[src/rtl/citron_pkg.sv]
// ---------------------------------------------------------------------------
// citron_pkg
//   Shared definitions for the Citron bus fabric: bus field widths, the bus
//   arbiter state encoding, and the read data returned on a forced
//   (timed-out) completion.
// ---------------------------------------------------------------------------
package citron_pkg;

    localparam int CITRON_ADDR_W = 8;
    localparam int CITRON_DATA_W = 32;

    // Read data handed back when a stalled transaction is forcibly completed.
    localparam logic [CITRON_DATA_W-1:0] TIMEOUT_READDATA = 32'hFFFF_FFFF;

    typedef enum logic {
        ARB_IDLE,
        ARB_BUSY
    } arb_state_t;

endpackage : citron_pkg

[src/rtl/citron_rr_pick.sv]
// ---------------------------------------------------------------------------
// citron_rr_pick
//   Combinational rotating priority encoder. Searches req upward starting at
//   rr_ptr, wrapping at NUM_REQ-1, and returns the first set index.
//
// Ports:
//   req        in   NUM_REQ  request vector
//   rr_ptr     in   PTR_W    index holding highest priority this round
//   winner     out  PTR_W    index of the selected request (0 when none)
//   any_valid  out  1        at least one request bit is set
// ---------------------------------------------------------------------------
module citron_rr_pick #(
    parameter int NUM_REQ = 2,
    parameter int PTR_W   = (NUM_REQ > 1) ? $clog2(NUM_REQ) : 1
) (
    input  logic [NUM_REQ-1:0] req,
    input  logic [PTR_W-1:0]   rr_ptr,
    output logic [PTR_W-1:0]   winner,
    output logic               any_valid
);

    always_comb begin
        // NOTE: every output gets a default before any branch, so no path
        // leaves a value unassigned and no latch is inferred.
        winner    = '0;
        any_valid = 1'b0;
        // Walk from the farthest offset down to offset 0 so the closest
        // requester to rr_ptr is the last (and therefore winning) assignment.
        for (int k = NUM_REQ - 1; k >= 0; k--) begin
            logic [PTR_W-1:0] idx;
            idx = PTR_W'((int'(rr_ptr) + k) % NUM_REQ);
            if (req[idx]) begin
                winner    = idx;
                any_valid = 1'b1;
            end
        end
    end

endmodule : citron_rr_pick

[src/rtl/citron_bus_arbiter.sv]
// ---------------------------------------------------------------------------
// citron_bus_arbiter
//   Round-robin owner of the shared Citron bus. One requester is granted per
//   transaction; the grant is held until the transaction completes. Accesses
//   no device decodes are completed locally with an error pulse so a bad
//   address never hangs a requester.
//
//   Optional build macro CITRON_ARB_TIMEOUT_EN adds a stall watchdog that
//   forcibly completes a transaction stalled for TIMEOUT_CYCLES cycles.
//
// Ports:
//   clk_i               in   1            clock
//   rst_i               in   1            synchronous active-high reset
//   req_addr_i          in   8*NUM_REQ    requester addresses, i at [8i+7:8i]
//   req_rdy_i           in   NUM_REQ      requester transaction request
//   req_wr_i            in   NUM_REQ      requester write (1) / read (0)
//   req_writedata_i     in   32*NUM_REQ   requester write data
//   req_readdata_o      out  32           read data, valid in completion cycle
//   req_stall_o         out  NUM_REQ      per-requester stall
//   citron_addr_o       out  8            bus address
//   citron_rdy_o        out  1            bus request
//   citron_wr_o         out  1            bus write
//   citron_writedata_o  out  32           bus write data
//   citron_readdata_i   in   32           bus read data (already muxed)
//   citron_stall_i      in   1            bus stall (already ORed)
//   citron_match_i      in   1            some device decodes citron_addr_o
//   arb_err_o           out  1            pulse on unmatched/timed-out finish
// ---------------------------------------------------------------------------
module citron_bus_arbiter
    import citron_pkg::*;
#(
    parameter int NUM_REQ        = 2,
    parameter int TIMEOUT_CYCLES = 1024
) (
    input  logic                               clk_i,
    input  logic                               rst_i,
    input  logic [CITRON_ADDR_W*NUM_REQ-1:0]   req_addr_i,
    input  logic [NUM_REQ-1:0]                 req_rdy_i,
    input  logic [NUM_REQ-1:0]                 req_wr_i,
    input  logic [CITRON_DATA_W*NUM_REQ-1:0]   req_writedata_i,
    output logic [CITRON_DATA_W-1:0]           req_readdata_o,
    output logic [NUM_REQ-1:0]                 req_stall_o,
    output logic [CITRON_ADDR_W-1:0]           citron_addr_o,
    output logic                               citron_rdy_o,
    output logic                               citron_wr_o,
    output logic [CITRON_DATA_W-1:0]           citron_writedata_o,
    input  logic [CITRON_DATA_W-1:0]           citron_readdata_i,
    input  logic                               citron_stall_i,
    input  logic                               citron_match_i,
    output logic                               arb_err_o
);

    localparam int PTR_W = $clog2(NUM_REQ);

    arb_state_t       state, state_nxt;
    logic [PTR_W-1:0] grant, grant_nxt;
    logic [PTR_W-1:0] rr_ptr, rr_ptr_nxt;
    logic [PTR_W-1:0] pick_idx;
    logic             pick_valid;
    logic [PTR_W-1:0] rr_adv;

    logic [CITRON_ADDR_W-1:0] sel_addr;
    logic [CITRON_DATA_W-1:0] sel_writedata;
    logic                     sel_rdy;
    logic                     sel_wr;
    logic                     timeout_hit;

    citron_rr_pick #(
        .NUM_REQ (NUM_REQ),
        .PTR_W   (PTR_W)
    ) u_pick (
        .req       (req_rdy_i),
        .rr_ptr    (rr_ptr),
        .winner    (pick_idx),
        .any_valid (pick_valid)
    );

    assign sel_addr      = req_addr_i[CITRON_ADDR_W*grant +: CITRON_ADDR_W];
    assign sel_writedata = req_writedata_i[CITRON_DATA_W*grant +: CITRON_DATA_W];
    assign sel_rdy       = req_rdy_i[grant];
    assign sel_wr        = req_wr_i[grant];

    // The requester just served drops to lowest priority.
    assign rr_adv = (grant == PTR_W'(NUM_REQ - 1)) ? '0 : grant + 1'b1;

`ifdef CITRON_ARB_TIMEOUT_EN
    logic [15:0] to_cnt;

    assign timeout_hit = (to_cnt == 16'(TIMEOUT_CYCLES - 1));

    // Held at zero while idle, which clears it on every entry to BUSY.
    always_ff @(posedge clk_i) begin
        if (rst_i || state == ARB_IDLE) begin
            to_cnt <= '0;
        end else if (sel_rdy && citron_match_i && citron_stall_i) begin
            to_cnt <= to_cnt + 16'd1;
        end
    end
`else
    assign timeout_hit = 1'b0;

    // TIMEOUT_CYCLES only matters in the watchdog build.
    logic unused_timeout_cfg;
    assign unused_timeout_cfg = (TIMEOUT_CYCLES != 0);
`endif

    // NOTE: state registers use non-blocking assignments so every flop
    // samples its pre-edge value regardless of statement order.
    always_ff @(posedge clk_i) begin
        if (rst_i) begin
            state  <= ARB_IDLE;
            grant  <= '0;
            rr_ptr <= '0;
        end else begin
            state  <= state_nxt;
            grant  <= grant_nxt;
            rr_ptr <= rr_ptr_nxt;
        end
    end

    always_comb begin
        state_nxt          = state;
        grant_nxt          = grant;
        rr_ptr_nxt         = rr_ptr;
        citron_addr_o      = '0;
        citron_rdy_o       = 1'b0;
        citron_wr_o        = 1'b0;
        citron_writedata_o = '0;
        req_stall_o        = req_rdy_i;
        req_readdata_o     = '0;
        arb_err_o          = 1'b0;

        // In reset every output holds its reset value, so a transaction in
        // flight is dropped without any completion being signalled.
        if (!rst_i) begin
            unique case (state)
                ARB_IDLE: begin
                    if (pick_valid) begin
                        grant_nxt = pick_idx;
                        state_nxt = ARB_BUSY;
                    end
                end
                ARB_BUSY: begin
                    citron_addr_o      = sel_addr;
                    citron_rdy_o       = sel_rdy;
                    citron_wr_o        = sel_wr;
                    citron_writedata_o = sel_writedata;
                    if (!sel_rdy) begin
                        // Requester withdrew: free the bus silently.
                        state_nxt  = ARB_IDLE;
                        rr_ptr_nxt = rr_adv;
                    end else if (!citron_match_i) begin
                        // Nobody decodes the address; device stall is moot.
                        req_stall_o[grant] = 1'b0;
                        arb_err_o          = 1'b1;
                        state_nxt          = ARB_IDLE;
                        rr_ptr_nxt         = rr_adv;
                    end else if (!citron_stall_i) begin
                        req_stall_o[grant] = 1'b0;
                        req_readdata_o     = citron_readdata_i;
                        state_nxt          = ARB_IDLE;
                        rr_ptr_nxt         = rr_adv;
                    end else if (timeout_hit) begin
                        req_stall_o[grant] = 1'b0;
                        req_readdata_o     = TIMEOUT_READDATA;
                        arb_err_o          = 1'b1;
                        state_nxt          = ARB_IDLE;
                        rr_ptr_nxt         = rr_adv;
                    end
                end
                default: state_nxt = ARB_IDLE;
            endcase
        end
    end

endmodule : citron_bus_arbiter
[config.mk]
export PLATFORM = sky130hd
export DESIGN_NAME = citron_bus_arbiter
export DESIGN_NICKNAME = d
export VERILOG_FILES = /design/src/rtl/citron_pkg.sv /design/src/rtl/citron_rr_pick.sv /design/src/rtl/citron_bus_arbiter.sv
export SDC_FILE = /design/constraint.sdc
export NUM_CORES = 1
export LEC_CHECK = 0
export ABC_CLOCK_PERIOD_IN_PS = 3300
export CAP_MARGIN = 0
export CORE_MARGIN = 5
export CORE_UTILIZATION = 18
export CTS_BUF_LIST = sky130_fd_sc_hd__clkbuf_16
export DETAILED_ROUTE_END_ITERATION = 12
export PLACE_DENSITY = 0.84
export SYNTH_ARGS = -nofsm -noshare
export SYNTH_HDL_FRONTEND = slang
export SYNTH_HIERARCHICAL = 1
export SYNTH_SLANG_ARGS = --single-unit
[constraint.sdc]
create_clock -name clk_i -period 3.3 [get_ports clk_i]
set_clock_uncertainty 0.1 [all_clocks]
set_input_delay 0.33 -clock clk_i [delete_from_list [all_inputs] [get_ports clk_i]]
set_output_delay 0.33 -clock clk_i [all_outputs]
set_load 0.05 [all_outputs]
==> flow_metrics.py <==
metrics = {
    "final_layout": {
        "layout_commonest_cell": "clkdlybuf4s50_1",
        "drive_gt1_frac": 0.277,
        "num-fill-cells": 238,
        "multi_input_area_um2": 709,
        "ff_latch_area_um2": 60.1,
        "area_growth_pct": 338,
        "layout.nets": 424,
        "diodes": 0,
        "utilization": 0.825,
        "layout_common_cells": "clkdlybuf4s50_1, buf_12, a22o_1",
        "instances_no_fill": 355,
    },
    "global_routing": {
        "antenna_found_initial": 0,
        "use_met1": 0.185,
        "grt.total_usage": 0.211,
        "busiest_layer": "met2",
        "grt_util_met2": 0.439,
        "overflow": 0,
        "grt_pass1_wl_mm": 10.2,
        "met3_usage": 0.0914,
        "grt_max_degree": 43,
        "grt_pass1_vias": 1841,
    },
    "worst_hold_path": {
        "hold_class": "flop to flop",
        "min_path_cells": 2,
    },
    "routing": {
        "remaining_drc_errors": 0,
        "vias": 1709,
        "vias_per_cell": 4.81,
        "drtIter0Drc": 45,
        "wire_per_inst_um": 19.1,
        "drt-total-wl_mm": 6.79,
        "antenna_left": 0,
        "drtPass1Iterations": 4,
    },
    "cts": {
        "cts.hold.buffers_added": 0,
        "numCtsBuffers": 3,
        "ctsLongestPathBuffers": 2,
        "clockRootBuffer": "clkbuf_16",
        "cts.reportedPaths.clkPinSlew_ns": 0.03,
        "htreeDepth": 1,
        "clk_latency_ns": 0.23,
        "post_cts_resized": 0,
        "clock-sinks": 3,
        "post_cts_buffers": 0,
        "tritoncts": "built",
    },
    "place": {
        "hpwl_mm": 6.22,
        "gp_congestion": 0.787,
        "dp_cells": 351,
        "portBuffers": 196,
    },
    "die": {
        "die_height_um": 78.0,
        "die-area_mm2": 0.00608,
        "ios": 197,
        "rows": 24,
        "coreArea_mm2": 0.00441,
        "start_util": 0.188,
        "die_w_um": 78.0,
    },
    "critical_path": {
        "cpPeakStageDelay_ns": 0.85,
        "crit_buf_inv": 2,
        "reg2reg_to": "rr_ptr$_SDFFE_PP0P_",
        "crit_start": "rst_i",
        "critical_path_class": "input port to output port",
        "cp_slowest_cell": "clkdlybuf4s50_1",
        "worst-path-max-fanout": 6,
        "cp.depth": 4,
        "critPathRequiredTime_ns": 2.87,
        "startpoint_type": "input port",
        "reg2regPathDepth": 3,
        "rrSetupSlack_ns": 1.81,
        "reg2reg_from": "grant$_SDFFE_PP0P_",
        "crit_path_end": "arb_err_o",
        "crit_chain": "clkdlybuf4s50_1 -> nand2b_1 -> nor3_1 -> clkdlybuf4s50_1",
        "end_kind": "output port",
        "crit_arrival_ns": 2.18,
        "crit_top_cell": "clkdlybuf4s50_1",
        "cp_top_family": "buffers and inverters",
    },
    "power": {
        "peakVddDrop_uv": 136,
        "p_per_area_mw_per_mm2": 181,
        "finalPower_uw": 660,
        "p_leak_nw": 1.45,
    },
    "yosys": {
        "netlist_area_um2": 832,
        "synth_top_area_frac": 0.432,
        "synthTopCellsByArea": "a22o_1, and2_1, dfxtp_1, buf_2, nor4b_4",
        "synth_fp_nets": 232,
        "ys_seq_area_frac": 0.0722,
        "yosys_most_used_dff": "dfxtp_1",
        "synth_cells": 112,
        "synthArstFlopShare": 0,
        "yosys_warnings": 6,
        "ys_ff_latch": 3,
        "syn_avg_cell_area_um2": 7.43,
        "yosysTopAreaCell": "a22o_1",
        "yosysUniqueCellTypes": 20,
        "synth_edf_count": 0,
    },
    "sta": {
        "fin_setup_tns_ns": 0,
        "hold_viol_final": 0,
        "fmax_ghz": 0.384,
        "worst_slew_pin_slew_ns": 0.534,
        "period_share": 0.789,
        "period_needed_ns": 2.61,
        "finalSetupViolations": 0,
        "max_slew_margin": 0.634,
        "rsz0062_at_grt": "no",
        "drv_slew": 0,
    },
    "status": {
        "status": "completed",
    },
    "job": {
        "drv_cap": 0,
    },
}
kinds of logic (layout without fill, tap and decap cells):
kind of cell,count (synthesis),after routing,synth area share
compound gates,47,47,0.483
simple gates,47,47,0.352
buf+inv,14,205,0.0812
flops,3,3,0.0722
mux,1,1,0.0120
worst min-delay path, cell delays in order (launching register included):
cell and delay (ns):
dfxtp_1 0.32, nor2_1 0.10, nor4_1 0.05
layout make-up:
cell class                 instances  area share
inverter                           2     0.00206
sequential                         3      0.0165
timing repair buffer             199       0.747
multi-input combinational         95       0.195
tap                               52      0.0179
clock inverter                     1     0.00103
clock buffer                       3      0.0206
cells in the mapped netlist, types with 2 or more instances:
cell	instances
nor2_1	4
nor3_1	2
and2_1	32
inv_1	2
dfxtp_1	3
a21boi_0	2
nand2_1	3
nand2b_1	2
a22o_1	41
buf_2	11
where the power goes:
part | internal (mW) | switching [mW]
Clock | 0.156 | 0.0347
Sequential | 0.0396 | 0.00325
Combinational | 0.249 | 0.176
flip-flops by register name (all words and copies together) (netlist names):
register,cells
grant,1
rr_ptr,1
state,1
through the flow:
step,instance area (µm²),worst slack (ns),hold WS [ns]
after floorplan,832,0.887,0.299
after global placement,3560,0.713,0.400
after detailed placement,3560,0.704,0.409
after CTS,3640,0.680,0.426
after global routing,3640,0.565,0.441
final,3640,0.695,0.425
metal layers:
| layer | wire [µm] | up-vias | part of all wire |
|---|---|---|---|
| met1 | 2040 | 783 | 0.30 |
| met3 | 876 | 3 | 0.13 |
| li1 | - | 804 | - |
| met2 | 3850 | 119 | 0.57 |
| met4 | 25 | 0 | 0.0037 |
| met5 | 0 | - | 0 |
worst min path at each step:
stage	from	to	slack [ns]
2_1_floorplan	rst_i	grant$_SDFFE_PP0P_	0.30
3_3_place_gp	state$_SDFF_PP0_	rr_ptr$_SDFFE_PP0P_	0.40
3_5_place_dp	state$_SDFF_PP0_	rr_ptr$_SDFFE_PP0P_	0.41
4_1_cts	state$_SDFF_PP0_	rr_ptr$_SDFFE_PP0P_	0.43
5_1_grt	rr_ptr$_SDFFE_PP0P_	rr_ptr$_SDFFE_PP0P_	0.44
6_report	rr_ptr$_SDFFE_PP0P_	rr_ptr$_SDFFE_PP0P_	0.43
Note: power is estimated with default switching activity, not from simulation.
